**config.mk**
```make
export PLATFORM = sky130hd
export DESIGN_NAME = pass_entry_ctrl
export DESIGN_NICKNAME = d
export VERILOG_FILES = /design/src/rtl/pass_entry_ctrl.sv
export SDC_FILE = /design/constraint.sdc
export NUM_CORES = 1
export LEC_CHECK = 0
export BUFFER_PORTS_ARGS = -buffer_cell sky130_fd_sc_hd__buf_2
export CORE_MARGIN = 2
export CORE_UTILIZATION = 45
export CTS_BUF_LIST = sky130_fd_sc_hd__clkbuf_2
export DETAILED_ROUTE_END_ITERATION = 7
export PLACE_DENSITY_LB_ADDON = 0.1
export SLEW_MARGIN = 25
export SYNTH_ARGS = -nofsm -noshare
export SYNTH_HDL_FRONTEND = slang
export SYNTH_SLANG_ARGS = --single-unit
```
**constraint.sdc**
```tcl
create_clock -name Clk -period 3.3 [get_ports Clk]
set_input_delay 0.495 -clock Clk [delete_from_list [all_inputs] [get_ports Clk]]
set_output_delay 0.495 -clock Clk [all_outputs]
set_load 0.1 [all_outputs]
```
**src/rtl/pass_entry_ctrl.sv**
```systemverilog
`default_nettype none
// ============================================================================
// Module   : pass_entry_ctrl
// Brief    : Keypad password assembler driving CAM write/compare ports, with
//            unlock/deny reporting, failure counting and timed lockout.
// Revision : 1.0 - initial release
// ============================================================================
module pass_entry_ctrl #(
    parameter int DATA_WIDTH  = 4,
    parameter int ADDR_WIDTH  = 2,
    parameter int DIGIT_W     = 2,
    parameter int MAX_FAIL    = 3,
    parameter int LOCK_CYCLES = 16
) (
    input  logic                          Clk,
    input  logic                          Rest,
    input  logic                          Key_Valid,
    input  logic [DIGIT_W-1:0]            Key_Digit,
    input  logic                          Key_Clear,
    input  logic                          Enroll,
    input  logic [ADDR_WIDTH-1:0]         Enroll_Addr,
    output logic                          Key_Ready,
    output logic                          Writ_Enable,
    output logic [DATA_WIDTH-1:0]         Data_IN,
    output logic [ADDR_WIDTH-1:0]         WR_Addr,
    output logic [DATA_WIDTH-1:0]         CMP_Din,
    input  logic                          Match,
    input  logic                          Busy,
    input  logic [ADDR_WIDTH-1:0]         Match_Addr,
    output logic                          Unlock,
    output logic [ADDR_WIDTH-1:0]         Unlock_Addr,
    output logic                          Deny,
    output logic                          Enroll_Done,
    output logic                          Locked,
    output logic [$clog2(MAX_FAIL+1)-1:0] Fail_Cnt
);

    localparam int c_NUM_DIGITS = DATA_WIDTH / DIGIT_W;
    localparam int c_CNT_W      = $clog2(c_NUM_DIGITS + 1);
    localparam int c_FAIL_W     = $clog2(MAX_FAIL + 1);
    localparam int c_TMR_W      = $clog2(LOCK_CYCLES + 1);

    localparam logic [c_CNT_W-1:0]  c_CNT_LAST  = c_CNT_W'(c_NUM_DIGITS - 1);
    localparam logic [c_CNT_W-1:0]  c_CNT_ZERO  = '0;
    localparam logic [c_FAIL_W-1:0] c_MAX_FAIL  = c_FAIL_W'(MAX_FAIL);
    localparam logic [c_TMR_W-1:0]  c_TMR_ONE   = c_TMR_W'(1);
    localparam logic [c_TMR_W-1:0]  c_LOCK_LOAD = c_TMR_W'(LOCK_CYCLES);

    typedef enum logic [2:0] {
        S_COLLECT   = 3'd0,
        S_WRITE     = 3'd1,
        S_CMP_SETUP = 3'd2,
        S_CMP_WAIT  = 3'd3,
        S_LOCKOUT   = 3'd4
    } state_t;

    state_t                  r_state;
    state_t                  w_state_next;

    logic [DATA_WIDTH-1:0]   r_buf;
    logic [c_CNT_W-1:0]      r_count;
    logic                    r_mode;
    logic [ADDR_WIDTH-1:0]   r_addr;
    logic [c_FAIL_W-1:0]     r_fail_cnt;
    logic [c_TMR_W-1:0]      r_timer;
    logic [DATA_WIDTH-1:0]   r_data_in;
    logic [DATA_WIDTH-1:0]   r_cmp_din;
    logic [ADDR_WIDTH-1:0]   r_wr_addr;
    logic [ADDR_WIDTH-1:0]   r_unlock_addr;
    logic                    r_unlock;
    logic                    r_deny;
    logic                    r_enroll_done;
    logic                    r_locked;

    logic [DATA_WIDTH-1:0]   w_shifted;
    logic                    w_mode;
    logic [ADDR_WIDTH-1:0]   w_addr;
    logic [c_FAIL_W-1:0]     w_fail_inc;
    logic                    w_last;
    logic                    w_write;
    logic                    w_hit;
    logic                    w_miss;
    logic                    w_lock_enter;
    logic                    w_lock_exit;

    // First digit lands in the MSBs once the entry is complete.
    generate
        if (c_NUM_DIGITS > 1) begin : g_shift_multi
            assign w_shifted = {r_buf[DATA_WIDTH-DIGIT_W-1:0], Key_Digit};
        end else begin : g_shift_single
            assign w_shifted = Key_Digit;
        end
    endgenerate

    // Mode/address come straight from the inputs when the first digit is also the last.
    assign w_mode     = (r_count == c_CNT_ZERO) ? Enroll      : r_mode;
    assign w_addr     = (r_count == c_CNT_ZERO) ? Enroll_Addr : r_addr;
    assign w_fail_inc = r_fail_cnt + 1'b1;

    assign Key_Ready   = (r_state == S_COLLECT) && !Rest;
    assign Writ_Enable = (r_state == S_WRITE) && !Busy;

    always_ff @(posedge Clk) begin
        if (Rest) begin
            r_state <= S_COLLECT;
        end else begin
            r_state <= w_state_next;
        end
    end

    always_comb begin
        w_state_next = r_state;
        w_last       = 1'b0;
        w_write      = 1'b0;
        w_hit        = 1'b0;
        w_miss       = 1'b0;
        w_lock_enter = 1'b0;
        w_lock_exit  = 1'b0;
        case (r_state)
            S_COLLECT: begin
                if (Key_Valid && !Key_Clear && (r_count == c_CNT_LAST)) begin
                    w_last       = 1'b1;
                    w_state_next = w_mode ? S_WRITE : S_CMP_SETUP;
                end
            end
            S_WRITE: begin
                if (!Busy) begin
                    w_write      = 1'b1;
                    w_state_next = S_COLLECT;
                end
            end
            S_CMP_SETUP: begin
                w_state_next = S_CMP_WAIT;
            end
            S_CMP_WAIT: begin
                if (!Busy) begin
                    if (Match) begin
                        w_hit        = 1'b1;
                        w_state_next = S_COLLECT;
                    end else begin
                        w_miss = 1'b1;
                        if (w_fail_inc == c_MAX_FAIL) begin
                            w_lock_enter = 1'b1;
                            w_state_next = S_LOCKOUT;
                        end else begin
                            w_state_next = S_COLLECT;
                        end
                    end
                end
            end
            S_LOCKOUT: begin
                if (r_timer == c_TMR_ONE) begin
                    w_lock_exit  = 1'b1;
                    w_state_next = S_COLLECT;
                end
            end
            default: begin
                w_state_next = S_COLLECT;
            end
        endcase
    end

    always_ff @(posedge Clk) begin
        if (Rest) begin
            r_buf         <= '0;
            r_count       <= '0;
            r_mode        <= 1'b0;
            r_addr        <= '0;
            r_fail_cnt    <= '0;
            r_timer       <= '0;
            r_data_in     <= '0;
            r_cmp_din     <= '0;
            r_wr_addr     <= '0;
            r_unlock_addr <= '0;
            r_unlock      <= 1'b0;
            r_deny        <= 1'b0;
            r_enroll_done <= 1'b0;
            r_locked      <= 1'b0;
        end else begin
            r_unlock      <= w_hit;
            r_deny        <= w_miss;
            r_enroll_done <= w_write;

            // Clear wins over a simultaneous digit.
            if (r_state == S_COLLECT) begin
                if (Key_Clear) begin
                    r_buf   <= '0;
                    r_count <= '0;
                end else if (Key_Valid) begin
                    r_buf <= w_shifted;
                    if (r_count == c_CNT_ZERO) begin
                        r_mode <= Enroll;
                        r_addr <= Enroll_Addr;
                    end
                    if (w_last) begin
                        r_count   <= '0;
                        r_data_in <= w_shifted;
                        r_cmp_din <= w_shifted;
                        r_wr_addr <= w_addr;
                    end else begin
                        r_count <= r_count + 1'b1;
                    end
                end
            end

            if (w_hit) begin
                r_unlock_addr <= Match_Addr;
                r_fail_cnt    <= '0;
            end else if (w_miss) begin
                r_fail_cnt <= w_fail_inc;
            end

            if (w_lock_enter) begin
                r_locked <= 1'b1;
                r_timer  <= c_LOCK_LOAD;
            end else if (r_state == S_LOCKOUT) begin
                r_timer <= r_timer - 1'b1;
                if (w_lock_exit) begin
                    r_locked   <= 1'b0;
                    r_fail_cnt <= '0;
                end
            end
        end
    end

    assign Data_IN     = r_data_in;
    assign WR_Addr     = r_wr_addr;
    assign CMP_Din     = r_cmp_din;
    assign Unlock      = r_unlock;
    assign Unlock_Addr = r_unlock_addr;
    assign Deny        = r_deny;
    assign Enroll_Done = r_enroll_done;
    assign Locked      = r_locked;
    assign Fail_Cnt    = r_fail_cnt;

endmodule
`default_nettype wire

```
# Yosys cells after proc, flatten, opt, wreduce, memory -nomap -nowiden
# Cells that the tools add are included.
# W data, S select, Z words.
[word_totals] register_bits=29 latch_bits=0 ram_bits=0 rom_bits=0 inputBits=13 wordCells=90 mem_count=0
[op_classes] addsub=3 n_mul=0 div_mod_pow=0 order_cmp=0 eq_ne=11 n_shift=0 muxes=40 bitwise_logic=2 reduce_logical=19
[op_table] operator="$mux W2" count=12
[op_table] operator="$mux W1" count=19
[op_table] operator="$mux W3" count=6
[op_table] operator="$pmux W3 S5" count=1
[op_table] operator="$mux W5" count=2
[op_table] operator="$ne A2 B2 Y1 const B" count=4
[op_table] operator="$reduce_and A4 Y1" count=2
[op_table] operator="$eq A3 B2 Y1 const B" count=2
[op_table] operator="$reduce_bool A2 Y1" count=3
[op_table] operator="$eq A5 B1 Y1 const B" count=1
[op_table] operator="$sub A5 B1 Y5 const B" count=1
[op_table] operator="$add A2 B1 Y2 const B" count=2
[op_table] operator="$logic_and A1 B1 Y1" count=4
[op_table] operator="$reduce_and A2 Y1" count=2
[op_table] operator="$reduce_or A2 Y1" count=2
[op_table] operator="$eq A3 B1 Y1 const B" count=1
[op_table] operator="$eq A3 B3 Y1 const B" count=1
[op_table] operator="$logic_not A1 Y1" count=3
[op_table] operator="$logic_not A3 Y1" count=1
[op_table] operator="$reduce_and A3 Y1" count=1
[op_table] operator="$eq A2 B1 Y1 const B" count=1
[op_table] operator="$eq A2 B2 Y1 const B" count=1
[op_table] operator="$logic_not A2 Y1" count=1
[op_table] operator="$not A1 Y1" count=2

# Depth between registers and ports, before layout
# Gate-level depths: netlist of the first run.
[depth] word_depth=8 depth_mapped=7 ltp_nobuf=6

# Worst setup path after synthesis of the first run
# OpenSTA, ideal clock, no wires.
[synth_timing] kind="input to output" start="in Rest" end="out Key_Ready" arrival_ps=3710 required_ps=2805 slack_ps=-905 path_stages=3 n_path_buf=2 cell_sequence="clkbuf_1 clkbuf_1 nor4_1"
[synth_between] elab_chain_len=2
[synth_rtl] item="start, declared" line="16" text="input logic Rest,"
[synth_rtl] item="$logic_not A1 Y1" line="100" text="assign Key_Ready = (r_state == S_COLLECT) && !Rest;"
[synth_rtl] item="$logic_and A1 B1 Y1" line="100"
[synth_rtl] item="end, declared" line="22" text="output logic Key_Ready,"
# No other way between the ends.

# Worst setup path in the final report of the first run
[layout_timing] start="reg r_state[2]" end="out Key_Ready"
[layout_between] elab_chain_len=2
[layout_rtl] item="start, declared" line="57" text="state_t r_state;"
[layout_rtl] item="start signal, assigned" line="107" text="r_state <= w_state_next;"
[layout_rtl] item="$logic_not A3 Y1" line="100"
[layout_rtl] item="$logic_and A1 B1 Y1" line="100"
# No other way between the ends.

==> results of run 1 <==
==> cells in the final DEF (no fill, tap or decap), drive strengths merged, types with 5 or more instances in the layout <==
cell	count
a21oi	11
buf	32
clkbuf	5
dfxtp	29
ha	5
inv	8
mux2i	9
nand2	13
nand3	6
nor2	12
nor3	7
==> registers in the layout, summed over array words and instances, names as in the netlist <==
name / flops
Locked: 1
r_state: 3
Unlock: 1
CMP_Din: 4
WR_Addr: 2
r_timer: 5
Fail_Cnt: 2
Unlock_Addr: 2
Deny: 1
r_addr: 2
r_count: 2
Enroll_Done: 1
r_buf: 2
r_mode: 1
==> layer usage <==
metal  wire length (µm)  GRT usage, %  vias up  share of wire (%)
li1                   -             -      555                  -
met1               1151         19.42      496                 45
met2               1237         27.44       27                 49
met3                116         5.357        5                4.6
met4                 41         7.973        0                1.6
met5                  0             0        -                  0
==> report_power, final <==
group          internal, mW  switching (mW)  leakage [nW]  total [mW]
clock                0.0463           0.119        0.0278       0.165
combinational        0.0345          0.0790         0.364       0.114
sequential            0.360          0.0114         0.234       0.372
==> path summary, 6_finish.rpt <==
kind,end,cells after the start,slack (ps),startpoint
max,Key_Ready,2,1260,r_state[2]$_SDFFE_PP0P_
max reg2reg,r_state[1]$_SDFFE_PP0P_,5,1470,r_timer[0]$_SDFFE_PP0N_
min,Unlock_Addr[0]$_SDFFE_PP0N_,3,380,Match_Addr[0]
min reg2reg,Locked$_SDFFE_PP0P_,2,460,Locked$_SDFFE_PP0P_
==> stage by stage <==
stage	std cells	cell area, µm²	utilization, %
global placement	196	1458	52.41
global route	204	1495	53.76
finish	204	1495	53.76
floorplan	146	1328	-
detailed placement	196	1458	52.41
CTS	204	1495	53.76
==> final cells by class <==
class / instances / area (µm²) / area share (%)
Sequential cell: 29 / 580.6 / 38.83
Multi-Input combinational cell: 96 / 648.1 / 43.35
Clock inverter: 3 / 12.51 / 0.8368
Inverter: 8 / 30.03 / 2.008
Timing Repair Buffer: 32 / 160.2 / 10.71
Tap cell: 31 / 38.79 / 2.594
Clock buffer: 5 / 25.02 / 1.674
==> kinds of logic (layout without fill, tap and decap cells) <==
group | Yosys count | in the layout | synth area share, %
muxes | 9 | 9 | 6.818
buffers and inverters | 21 | 48 | 7.481
DFF | 29 | 29 | 43.94
xor gates and xnor gates | 4 | 4 | 2.652
adders and majority gates | 5 | 5 | 4.735
and+or+nand+nor | 56 | 56 | 23.39
AOI/OAI and AO/OA | 22 | 22 | 10.98
==> worst max-delay path: cells and delay by family (launching register included) <==
kind                   cells  cell delay, ps
buffers and inverters      1             460
DFF                        1             430
and+or+nand+nor            1             300
==> flow_summary.ini, run 1 <==
[status]
status = complete, no violations

[logic_synthesis]
ys_warn_count = 0
synth_nets = 164
synth_ff_type = dfxtp_1
synth_seq_area_share_pct = 43.94
syn_inst = 146
synth_cell_types = 38
netlist_area_um2 = 1321
synth_top_area_share_pct = 43.94
ys_ff_latch = 29
synth_top_cell_by_area = dfxtp_1
ys_top_cells_by_area = dfxtp_1 (44%), mux2i_1 (6.8%), ha_1 (4.7%), a21oi_1 (4.2%), nand2_1 (3.7%)
ys_top_cells_by_count = dfxtp_1 (29), nand2_1 (13), nor2_1 (12), a21oi_1 (11), mux2i_1 (9)
yosysMostFrequentCell = dfxtp_1
synth_edf_count = 0
async_reset_ff_share_pct = 0
synth_area_per_cell_um2 = 9.050

[clock_network]
tritoncts = yes
clockBufferDepth = 2
insertion_delay_ps = 350
cts_setup_buffers = 0
clkSinkCount = 29
cts-resized-gates = 0
cts-root-buf = clkbuf_2
cts-buffers-inserted = 5
htree_levels = 2
clk_pin_slew_ps = 150
hold_buffers = 0

[detailed_routing]
drt_iter0_drc = 34
drc_errors = 0
vias = 1083
postRouteAntennaNets = 0
wl_per_cell_um = 12.49
viasPerCell = 5.309
wirelength_um = 2547
dr.pass1.iters = 4

[timing]
clock-skew-final_ps = 9.317
tightest_slew_ps = 758.5
fin_ws_ps = 1257
fmax_mhz = 489.4
finalSetupViolCount = 0
fin_setup_tns_ps = 0
rsz0062_at_grt = false
hold_ws_ps = 381.0
hold_violations = 0
fin_crit_sh_pct = 61.92
drv_slew = 0
slew_headroom_pct = 48.74
fin_crit_ps = 2043

[global_routing]
grt-ovfl-total = 0
grt_pass1_wl_um = 4229
grt_max_degree = 29
first_global_vias = 1014
antenna_found_initial = 0
grt.total_usage_pct = 16.61

[die]
ios = 33
die_area_um2 = 3385
fp.dieW_um = 58.19
core_um2 = 2781
initial_core_util_pct = 47.50
die_h_um = 58.19
rows = 19

[layout]
syn2layout_area_growth_pct = 13.16
antenna_cells = 0
drive_gt1_share_pct = 26.59
fin_nets = 190
nFillCells = 272

[worst_setup_path]
cpPeakStageDelay_ps = 460
cp-end-kind = output port
cp.required_ps = 2800
crit_slowest_cell = buf_2
cp_max_fo = 10
worstPathArrival_ps = 1550
crit_chain = nor4_2 > buf_2
cp-start-kind = flip-flop
setup.worst_path.class = reg2out

[place]
dpl.hpwl_um = 1857
globalplace.congestion = 0.7643
pre_cts_ws_ps = 1373
io_buffers = 32

[worst_hold_path]
holdCritPathClass = in2reg

[power_and_ir_drop]
leakagePower_nw = 0.6260
max-vdd-ir-drop_v = 0.0002637
powerDensity_nw_per_um2 = 435.2
total_power_uw = 650.7

[flow_run]
maxCapViolations = 0
No activity file was read; power rests on OpenSTA's default activity.
==> run 2, diff against run 1 <==
Settings changed: ABC_AREA from default to 1.
Clock period 3.3 ns to 1.8 ns, I/O delays scaled along.
==> run 2 against run 1 <==
Against the previous run:
- combinational power increased to 5.4 times the previous value
- sequential cell count unchanged
- global-route usage is 1.0 points higher
- critical path depth rose by 2
- worst hold slack lost 300 ps
- first-iteration DRC count increased by 8.8%
- utilization increased by 0.62 points
==> flow_summary.ini, run 2 <==
[layout]
drive_gt1_share_pct = 26.64
final_cell_mix = nand2_1 (36), buf_2 (30), dfxtp_1 (28), inv_1 (22), a21oi_1 (15)
syn2layout_area_growth_pct = 16.62
nFillCells = 315
antenna_cells = 0
largest_register_ffs = 5
fin_nets = 232
top_register = r_timer
layout_commonest_cell = nand2_1

[detailed_routing]
drc_errors = 0
dr.pass1.iters = 4
drt_iter0_drc = 37
wl_met3_um = 124
postRouteAntennaNets = 0
top_layer = met4
viasPerCell = 5.158
wl_met1_um = 1271
met2RoutedLength_um = 1519
wirelength_um = 2958
wl_per_cell_um = 11.98
vias = 1274

[global_routing]
grt.total_usage_pct = 17.64
antenna_found_initial = 0
grt_max_degree = 16
grt_pass1_wl_um = 4595
first_global_vias = 1102
grt-ovfl-total = 0

[clock_network]
htree_levels = 2
cts-resized-gates = 0
cts-root-buf = clkbuf_2
cts_setup_buffers = 0
hold_buffers = 0
tritoncts = yes
insertion_delay_ps = 360
clk_pin_slew_ps = 140
cts-buffers-inserted = 5
clockBufferDepth = 2
clkSinkCount = 29

[logic_synthesis]
ys_ff_latch = 29
ys_top_cells_by_count = nand2_1 (36), dfxtp_1 (29), inv_1 (22), a21oi_1 (15), nand3_1 (13)
synth_area_per_cell_um2 = 7.735
yosysMostFrequentCell = nand2_1
synth_top_area_share_pct = 41.47
ys_top_cells_by_area = dfxtp_1 (41%), nand2_1 (9.7%), inv_1 (5.9%), a21oi_1 (5.4%), nand3_1 (4.6%)
synth_ff_type = dfxtp_1
syn_inst = 181
synth_edf_count = 0
synth_seq_area_share_pct = 41.47
synth_cell_types = 29
netlist_area_um2 = 1400
ys_warn_count = 0
async_reset_ff_share_pct = 0
synth_top_cell_by_area = dfxtp_1
synth_nets = 199

[timing]
rsz0062_at_grt = false
fin_ws_ps = 75.85
hold_violations = 0
hold_ws_ps = 86.01
fin_crit_sh_pct = 95.79
slew_headroom_pct = 67.74
clock-skew-final_ps = 6.135
finalSetupViolCount = 0
drv_slew = 0
fin_setup_tns_ps = 0
tightest_slew_ps = 487.2
fin_crit_ps = 1724
fmax_mhz = 580.0

[worst_setup_path]
cpLargestDelayFamily = simple AND/OR/NAND/NOR gates
critPathBufInv = 1
worstPathArrival_ps = 1450
setup.worst_path.class = reg2out
r2r-start = r_count[0]$_SDFFE_PP0P_
cp_max_fo = 8
cp-end-kind = output port
cpPeakStageDelay_ps = 410
startpoint = r_state[2]$_SDFFE_PP0P_
crit_chain = nor2_4 > nand2_4 > nor2_2 > buf_12
cp-start-kind = flip-flop
crit_slowest_cell = dfxtp_1
cp.required_ps = 1530

[place]
io_buffers = 32
globalplace.congestion = 0.7969
dpl.hpwl_um = 2201
pre_cts_ws_ps = 451.7

[power_and_ir_drop]
total_power_mw = 1.645
p_int_uw = 950.7
netSwitchingPower_uw = 694.5
switching_share_pct = 42.21
power_frac_seq_pct = 44.2
max-vdd-ir-drop_v = 0.0005296
clkPwrFrac_pct = 18.7
combPwrFrac_pct = 37.1
powerDensity_nw_per_um2 = 1008
leakagePower_nw = 0.7810

[flow_run]
maxCapViolations = 0

[worst_hold_path]
worstHoldStart = Match_Addr[0]
holdCritPathClass = in2reg

[die]
initial_core_util_pct = 46.63
die_area_um2 = 3574
rows = 20
fp.dieW_um = 59.78
core_um2 = 3003
ios = 33
die_h_um = 59.78

[status]
status = complete, no violations
[run 2: cell count changes after synthesis, moves of 3 or more]
cell and delta:
buf_2 -3, nand2_1 +23, mux2i_1 -9, inv_1 +15
nand3_1 +7, nor2_4 +3, o21ai_0 +11, or3_1 -3
clkbuf_1 -3, a21oi_1 +4
[run 2: final cells by class]
cell class | count | area [µm²] | area share, %
timing repair buffer | 32 | 190.2 | 11.65
multi-input combinational | 122 | 695.7 | 42.61
inverter | 24 | 90.09 | 5.517
tap | 33 | 41.29 | 2.529
clock buffer | 6 | 30.03 | 1.839
sequential | 29 | 581.8 | 35.63
clock inverter | 1 | 3.754 | 0.2299
[run 2: cell families (layout without fill, tap and decap cells)]
group	after synthesis	in the layout	share of synthesized area [%]
simple gates	85	85	32.26
compound gates	30	30	11.35
buf+inv	30	63	9.204
flops	29	29	41.47
fa+ha+maj	5	5	4.468
xor+xnor	2	2	1.251
[run 2: per-stage QoR]
stage	instance area, µm²	cells	util, %
6_report	1633	247	54.37
2_1_floorplan	1405	181	-
3_3_place_gp	1598	240	53.21
5_1_grt	1633	247	54.37
3_5_place_dp	1598	240	53.21
4_1_cts	1632	247	54.33
[run 2: power by group through the flow]
stage / combinational (mW) / clock, mW / sequential (mW)
after floorplan: 0.414 / 0 / 0.799
after global placement: 0.598 / 0 / 0.738
after detailed placement: 0.610 / 0 / 0.741
after CTS: 0.613 / 0.320 / 0.726
after global routing: 0.669 / 0.347 / 0.733
final: 0.611 / 0.307 / 0.727
[run 2: metal layers]
metal / up-vias / global-route usage (%)
met3: 5 / 5.844
li1: 651 / -
met5: - / 0
met1: 595 / 19.76
met2: 23 / 30.75
met4: 0 / 6.667
[run 2: worst paths after layout]
path / end / slack, ps / cells after the start
hold reg to reg: r_addr[1]$_SDFFE_PP0P_ / 470 / 2
hold / removal: Unlock_Addr[0]$_SDFFE_PP0N_ / 90 / 3
setup reg to reg: r_addr[0]$_SDFFE_PP0P_ / 480 / 5
setup / recovery: Key_Ready / 80 / 4
[run 2: tightest hold or removal path: stages]
cell and delay (ps):
buf_2 70, nand2_1 40, nand2_1 40
